### src/rtl/router_fifo_pkg.sv
// Shared router definitions: byte width and header field layout.
// Helper turns a header byte into its remaining-bytes count.
package router_fifo_pkg;

  localparam int WIDTH_DEF   = 8;
  localparam int LEN_MSB     = 7;
  localparam int LEN_LSB     = 2;
  localparam int DEST_MSB    = 1;
  localparam int DEST_LSB    = 0;
  localparam int MAX_PAYLOAD = 63;
  localparam int CNT_W       = 7;

  typedef enum logic [1:0] {
    DEST_0 = 2'd0,
    DEST_1 = 2'd1,
    DEST_2 = 2'd2
  } dest_e;

  // payload length plus the trailing parity byte
  function automatic logic [CNT_W-1:0] hdr_cnt(
    input logic [LEN_MSB:0] hdr
  );
    return {1'b0, hdr[LEN_MSB:LEN_LSB]} + CNT_W'(1);
  endfunction

endpackage

### src/rtl/router_fifo_mem.sv
// Entry storage for one output channel.
// Synchronous write, asynchronous read.
module router_fifo_mem #(
  parameter int DEPTH = 16,
  parameter int WIDTH = 8,
  localparam int AW   = $clog2(DEPTH)
) (
  input  logic           clock,
  input  logic           we,
  input  logic [AW-1:0]  waddr,
  input  logic [WIDTH:0] wdata,
  input  logic [AW-1:0]  raddr,
  output logic [WIDTH:0] rdata
);

  logic [WIDTH:0] mem_q [DEPTH];

  always_ff @(posedge clock) begin
    if (we) mem_q[waddr] <= wdata;
  end

  assign rdata = mem_q[raddr];

endmodule

### src/rtl/router_fifo.sv
// Per-destination output buffer of the 1x3 router.
// Tracks packet length on the read side to flag the parity byte.
module router_fifo
  import router_fifo_pkg::*;
#(
  parameter int DEPTH = 16,
  parameter int WIDTH = WIDTH_DEF
) (
  input  logic             clock,
  input  logic             reset,
  input  logic             soft_reset,
  input  logic             write_enb,
  input  logic             read_enb,
  input  logic             lfd_state,
  input  logic [WIDTH-1:0] data_in,
  output logic             full,
  output logic             empty,
  output logic [WIDTH-1:0] data_out,
  output logic             data_valid,
  output logic             pkt_end
);

  localparam int AW = $clog2(DEPTH);
  localparam int PW = AW + 1;

  logic [PW-1:0]    wr_ptr_q, wr_ptr_d;
  logic [PW-1:0]    rd_ptr_q, rd_ptr_d;
  logic [CNT_W-1:0] pkt_cnt_q, pkt_cnt_d;
  logic [WIDTH-1:0] data_out_q, data_out_d;
  logic             data_valid_q, data_valid_d;
  logic             pkt_end_q, pkt_end_d;
  logic             full_q, full_d;
  logic             empty_q, empty_d;
  logic             wr_acc, rd_acc;
  logic [WIDTH:0]   rd_data;

  router_fifo_mem #(
    .DEPTH (DEPTH),
    .WIDTH (WIDTH)
  ) u_mem (
    .clock (clock),
    .we    (wr_acc && !soft_reset),
    .waddr (wr_ptr_q[AW-1:0]),
    .wdata ({lfd_state, data_in}),
    .raddr (rd_ptr_q[AW-1:0]),
    .rdata (rd_data)
  );

  // flags are registered, so a write while full is refused even
  // when a read frees an entry in the same cycle
  always_comb begin
    wr_acc = write_enb && !full_q;
    rd_acc = read_enb && !empty_q;
  end

  always_comb begin
    wr_ptr_d     = wr_ptr_q;
    rd_ptr_d     = rd_ptr_q;
    pkt_cnt_d    = pkt_cnt_q;
    data_out_d   = data_out_q;
    data_valid_d = 1'b0;
    pkt_end_d    = 1'b0;
    if (soft_reset) begin
      wr_ptr_d   = '0;
      rd_ptr_d   = '0;
      pkt_cnt_d  = '0;
      data_out_d = '0;
    end else begin
      if (wr_acc) wr_ptr_d = wr_ptr_q + PW'(1);
      if (rd_acc) begin
        rd_ptr_d     = rd_ptr_q + PW'(1);
        data_out_d   = rd_data[WIDTH-1:0];
        data_valid_d = 1'b1;
        if (rd_data[WIDTH]) begin
          pkt_cnt_d = hdr_cnt(rd_data[LEN_MSB:0]);
        end else if (pkt_cnt_q != '0) begin
          pkt_cnt_d = pkt_cnt_q - CNT_W'(1);
          pkt_end_d = (pkt_cnt_q == CNT_W'(1));
        end
      end
    end
    empty_d = (wr_ptr_d == rd_ptr_d);
    full_d  = (wr_ptr_d[AW-1:0] == rd_ptr_d[AW-1:0]) &&
              (wr_ptr_d[AW] != rd_ptr_d[AW]);
  end

  always_ff @(posedge clock) begin
    if (reset) begin
      wr_ptr_q     <= '0;
      rd_ptr_q     <= '0;
      pkt_cnt_q    <= '0;
      data_out_q   <= '0;
      data_valid_q <= 1'b0;
      pkt_end_q    <= 1'b0;
      full_q       <= 1'b0;
      empty_q      <= 1'b1;
    end else begin
      wr_ptr_q     <= wr_ptr_d;
      rd_ptr_q     <= rd_ptr_d;
      pkt_cnt_q    <= pkt_cnt_d;
      data_out_q   <= data_out_d;
      data_valid_q <= data_valid_d;
      pkt_end_q    <= pkt_end_d;
      full_q       <= full_d;
      empty_q      <= empty_d;
    end
  end

  assign full       = full_q;
  assign empty      = empty_q;
  assign data_out   = data_out_q;
  assign data_valid = data_valid_q;
  assign pkt_end    = pkt_end_q;

endmodule

### config.mk
export PLATFORM = sky130hd
export DESIGN_NAME = router_fifo
export DESIGN_NICKNAME = d
export VERILOG_FILES = /design/src/rtl/router_fifo_pkg.sv /design/src/rtl/router_fifo_mem.sv /design/src/rtl/router_fifo.sv
export SDC_FILE = /design/constraint.sdc
export NUM_CORES = 1
export LEC_CHECK = 0
export ABC_AREA = 1
export CAP_MARGIN = 40
export CORE_ASPECT_RATIO = 0.7
export CORE_UTILIZATION = 50
export DETAILED_ROUTE_END_ITERATION = 12
export HOLD_SLACK_MARGIN = 0.08
export PLACE_DENSITY = 0.65
export SETUP_SLACK_MARGIN = 0.2
export SLEW_MARGIN = 40
export SYNTH_ARGS = -nofsm -noshare
export SYNTH_HDL_FRONTEND = slang
export SYNTH_SLANG_ARGS = --single-unit
### constraint.sdc
create_clock -name clock -period 3 [get_ports clock]
set_input_delay 0.6 -clock clock [delete_from_list [all_inputs] [get_ports clock]]
set_output_delay 0.6 -clock clock [all_outputs]
set_load 0.05 [all_outputs]
# Word-level counts from Yosys, hierarchy flattened
# Memory sizes are Yosys's and may differ from the RTL's. A register that Yosys moved wholly into a read port is not among the register bits.
# Index checks and enable logic that the tools add are counted.
# Widths: inputs -> output; s select.
[totals]
ff_bits = 29
ram_bits = 144
inputBits = 14
output_inout_bits = 12
word_cells = 41
mem_count = 1
[memory_table]
columns = ["name", "depth", "width", "read_ports", "rd_clocked_by_memory_dff", "wr", "line", "rtl"]
rows = [
  ["u_mem.mem_q", 16, 9, 1, 1, 1, "router_fifo_mem.sv:16", "logic [WIDTH:0] mem_q [DEPTH];"],
]
[classes]
n_addsub = 4
n_eq_ne = 4
n_mux = 10
bitwise = 2
n_reduce_logical = 12
[op_table]
columns = ["operator", "n"]
rows = [
  ["$mux 5", 4],
  ["$mux 7", 2],
  ["$add 5x1->5 const B", 2],
  ["$add 6x1->7 const B", 1],
  ["$eq 7x1->1 const B", 1],
  ["$reduce_bool 7->1", 1],
  ["$sub 7x1->7 const B", 1],
  ["$eq 5x5->1", 1],
  ["$reduce_or 5->1", 1],
  ["$eq 4x4->1", 1],
  ["$logic_and 1x1->1", 4],
  ["$mux 4", 1],
  ["$logic_not 1->1", 3],
  ["$mux 1", 3],
  ["$not 1->1", 2],
  ["$reduce_and 2->1", 1],
  ["$reduce_bool 2->1", 1],
  ["$reduce_or 2->1", 1],
  ["$ne 1x1->1", 1],
]

# Depth between registers and ports, before layout
[logic_depth]
depth_word = 6
ltp_mapped = 16
depth_no_buf = 15

# Modules after synthesis
# Synthesis repeated with hierarchy kept, for this count alone.
[unflattened]
hier_cells = 868
area_unflattened_um2 = 8020.2
[by_module_without_submodules]
columns = ["mod", "instances", "cells_per_inst", "area_per_inst_um2", "seq_area_each_um2"]
rows = [
  ["router_fifo_mem", 1, 606, 6322.3, 4324.1],
  ["router_fifo", 1, 262, 1697.9, 580.6],
]

# Least setup slack after synthesis
# OpenSTA, ideal clock, no wires.
[synth_timing]
path_kind = "in2reg"
startpoint = "input port write_enb"
endpoint = "memory u_mem.mem_q[15][0] (netlist name), enable pin"
setup_ps = 387
arrival_ps = 1632
required_ps = 2613
slack_ps = 982
cell_stages = 4
n_path_buf = 0
cell_sequence = "inv_1 -> nor2_2 -> nand2_1 -> nor3_1"
[synth_between]
elab_chain_len = 4
[synth_rtl]
columns = ["element", "line", "rtl"]
rows = [
  ["start: declaration", "router_fifo.sv:12", "input logic write_enb,"],
  ["$logic_and 1x1->1", "router_fifo.sv:52", "wr_acc = write_enb && !full_q;"],
  ["$logic_and 1x1->1", "router_fifo.sv:42", ".we (wr_acc && !soft_reset),"],
  ["$mux 1", "router_fifo_mem.sv:19", "if (we) mem_q[waddr] <= wdata;"],
  ["$mux 1 (implied by the code)", "router_fifo_mem.sv:19", ""],
  ["end: declaration", "router_fifo_mem.sv:16", ""],
]
# No other way between the ends.

==> reports/qor.csv <==
stage,metric,value,unit
detailed_routing,drc,0,
clock_network,cts.clk_slew.worst_paths,0.07,ns
clock_network,clock-sinks,173,
synth,synth-async-reset-ratio,0,%
placed_design,globalplace.congestion,0.903,
critical_path,crit_buf_inv,3,
placed_design,dp_hpwl,11800,microns
grt,antenna_found_initial,1,
clock_network,root_buffer,clkbuf_16,
sta,fin_crit,2.47,ns
critical_path,start_kind,register,
detailed_routing,drt_iter0_drc,618,
critical_path,path_cells,nand2_1 > clkinv_1 > nand2_1 > nand2_1 > inv_1 > nand2_2 > o21ai_2 > inv_1 > o21ai_0 > nor2_1,
sta,hold_slack,0.506,ns
power_and_ir_drop,ir_drop,0.400,mV
power_and_ir_drop,leakage,3.40,nW
placed_design,dp_slack,0.523,ns
clock_network,post_cts_resize_count,0,
detailed_routing,wl_per_cell,18.2,microns
synth,synth.distinct_cells,42,
sta,setup_viol,0,
clock_network,cts_tree,built,
sta,timing.fmax,0.405,GHz
cells_and_area,num_antenna_cells,0,
clock_network,cts_buffers,17,
cells_and_area,nNetsFinal,795,
floorplanning,die-width,149,microns
clock_network,htreeDepth,4,
sta,post-route-period-util,82.2,%
synth,ys_seq_area_share,64.6,%
sta,tns,0,ns
critical_path,path_max_fanout,14,
cells_and_area,syn2layout_area_growth,14.1,%
critical_path,cp.required,3.32,ns
critical_path,critPathMostFrequentCell,nand2_1,
sta,timing.final.ws_setup,0.533,ns
clock_network,cts_buffer_depth,2,
floorplanning,start_util,51.4,%
placed_design,portBuffers,25,
grt,grt_pass1_vias,4921,
outcome,status,completed,
floorplanning,dieArea,15700,sq um
detailed_routing,vias_per_cell,5.43,
critical_path,cp.arrival,2.79,ns
floorplanning,die_y,105,microns
synth,synth_cells,733,
critical_path,slowest_delay,0.48,ns
critical_path,critPathSlowestCell,dfxtp_1,
power_and_ir_drop,p_total,5.14,mW
critical_path,end_kind,register,
grt,grt_max_degree,55,
synth,synth_fp_nets,756,
synth,synth_edf_count,144,
sta,grt_setup_unrepaired,false,
power_and_ir_drop,p_per_area,594,nW/um^2
sta,final-hold-violation-count,0,
sta,tightest_slew,0.810,ns
sta,clock_skew,0.00612,ns
synth,yosysWarnings,0,
sta,slew_viol_final,0,
clock_network,cts_setup_buffers,0,
cells_and_area,drive_gt1_share,9.68,%
detailed_routing,postRouteAntennaNets,0,
synth,ys.flop_type,edfxtp_1,
synth,ys_seq_elements,173,
grt,grt_pass1_wl,27900,microns
grt,grt.total_usage,24.3,%
detailed_routing,wl,17800,microns
floorplanning,io_pins,26,
synth,syn_area,7590,sq um
detailed_routing,dr.pass1.iters,6,
floorplanning,core-area,14800,sq um
clock_network,insertion_delay,0.42,ns
critical_path,path_delay_family,simple AND/OR/NAND/NOR gates,
synth,avgSynthCellArea,10.4,sq um
cells_and_area,postLayoutCoreUtil,58.6,%
sta,max-slew-margin-rel,45.8,%
detailed_routing,vias,5322,
floorplanning,rows,37,
flow_run,drv_cap,0,
min_path,hold_path.class,reg -> reg,
clock_network,cts_hold_buffers,0,
critical_path,path_class,reg -> reg,
grt,grt.overflow.total,0,
[worst register-to-register path, delay by kind of cell (launching register included)]
kind / cells / cell delay (ns)
DFF: 1 / 0.48
AOI/OAI and AO/OA: 2 / 0.61
and+or+nand+nor: 5 / 0.68
buffers and inverters: 3 / 0.58
[sequential cells by signal, summed over array words and instances (netlist names)]
signal       cells
wr_ptr_q         5
u_mem.mem_q    144
empty            1
data_valid       1
pkt_cnt_q        7
data_out         8
rd_ptr_q         5
full             1
pkt_end          1
[cell usage in the layout (no fill, tap or decap), types with 6 or more instances in the layout]
| cell type | synthesis | final |
|---|---|---|
| buf_4 | 5 | 23 |
| clkbuf_16 | 0 | 17 |
| dfxtp_1 | 29 | 28 |
| ha_1 | 9 | 9 |
| o21ai_1 | 8 | 8 |
| o211ai_1 | 7 | 7 |
| xor2_1 | 6 | 6 |
| o22ai_1 | 7 | 7 |
| nor3_1 | 9 | 9 |
| a21oi_1 | 13 | 13 |
| clkdlybuf4s50_1 | 0 | 24 |
| nand3_1 | 52 | 52 |
| nand2_1 | 171 | 171 |
| inv_1 | 76 | 76 |
| edfxtp_1 | 144 | 144 |
| o21ai_0 | 49 | 49 |
| nor2_1 | 88 | 88 |
[synth_stat cells, drive strengths merged, types with 3 or more instances]
master	count	area (sq um)
o211ai	7	52.6
xor2	7	68.8
nor2	91	354
clkbuf	4	15.0
nor3	11	71.3
o22ai	7	43.8
nand2	173	659
o221ai	3	26.3
ha	9	113
buf	26	218
xnor2	3	26.3
edfxtp	144	4320
dfxtp	29	581
a21oi	15	82.6
nand3	52	260
o21ai	59	303
inv	79	297
[routing by layer]
| metal | vias up | GRT usage (%) | part of all wire (%) |
|---|---|---|---|
| met5 | - | 0 | 0.051 |
| met4 | 2 | 6.78 | 0.99 |
| met3 | 17 | 4.98 | 8.0 |
| met2 | 238 | 34.4 | 43 |
| met1 | 2529 | 37.4 | 48 |
| li1 | 2536 | - | - |
[stage by stage]
step	instance area [sq um]	instances
after global placement	8070	948
after global routing	8660	980
after floorplan	7590	733
after detailed placement	8070	948
after CTS	8660	980
final	8660	980
[path summary, 6_finish.rpt]
kind	from	to	slack [ns]	cells after the start
worst max-delay path	rd_ptr_q[2]$_SDFF_PP0_	pkt_cnt_q[2]$_SDFFE_PP0P_	0.53	10
worst min-delay path	data_out[6]$_SDFFE_PP0P_	data_out[6]$_SDFFE_PP0P_	0.51	2
worst max register to register	rd_ptr_q[2]$_SDFF_PP0_	pkt_cnt_q[2]$_SDFFE_PP0P_	0.53	10
worst min register to register	data_out[6]$_SDFFE_PP0P_	data_out[6]$_SDFFE_PP0P_	0.51	2
[power by group]
part	leakage [nW]	total [mW]	switching [mW]	internal, mW
clock network	0.291	2.21	1.02	1.19
registers	1.53	2.63	0.0101	2.62
logic	1.58	0.307	0.216	0.0908
total	3.40	5.14	1.24	3.90
[layout make-up]
type	instances	area, sq um
sequential	173	4910
timing repair buffer	50	458
tap	195	244
multi-input combinational	449	2150
clock buffer	17	425
inverter	81	304
fill	1233	6110
clock inverter	15	171
[kinds of logic (layout without fill, tap and decap cells)]
group           after synthesis  in the layout  synth area share, %
flops                       173            173                 64.6
simple gates                331            331                 18.1
fa+ha+maj                     9              9                 1.48
compound gates               99             99                 7.53
buf+inv                     111            163                 7.07
xor+xnor                     10             10                 1.25
Power figures use the tool's default switching activity.
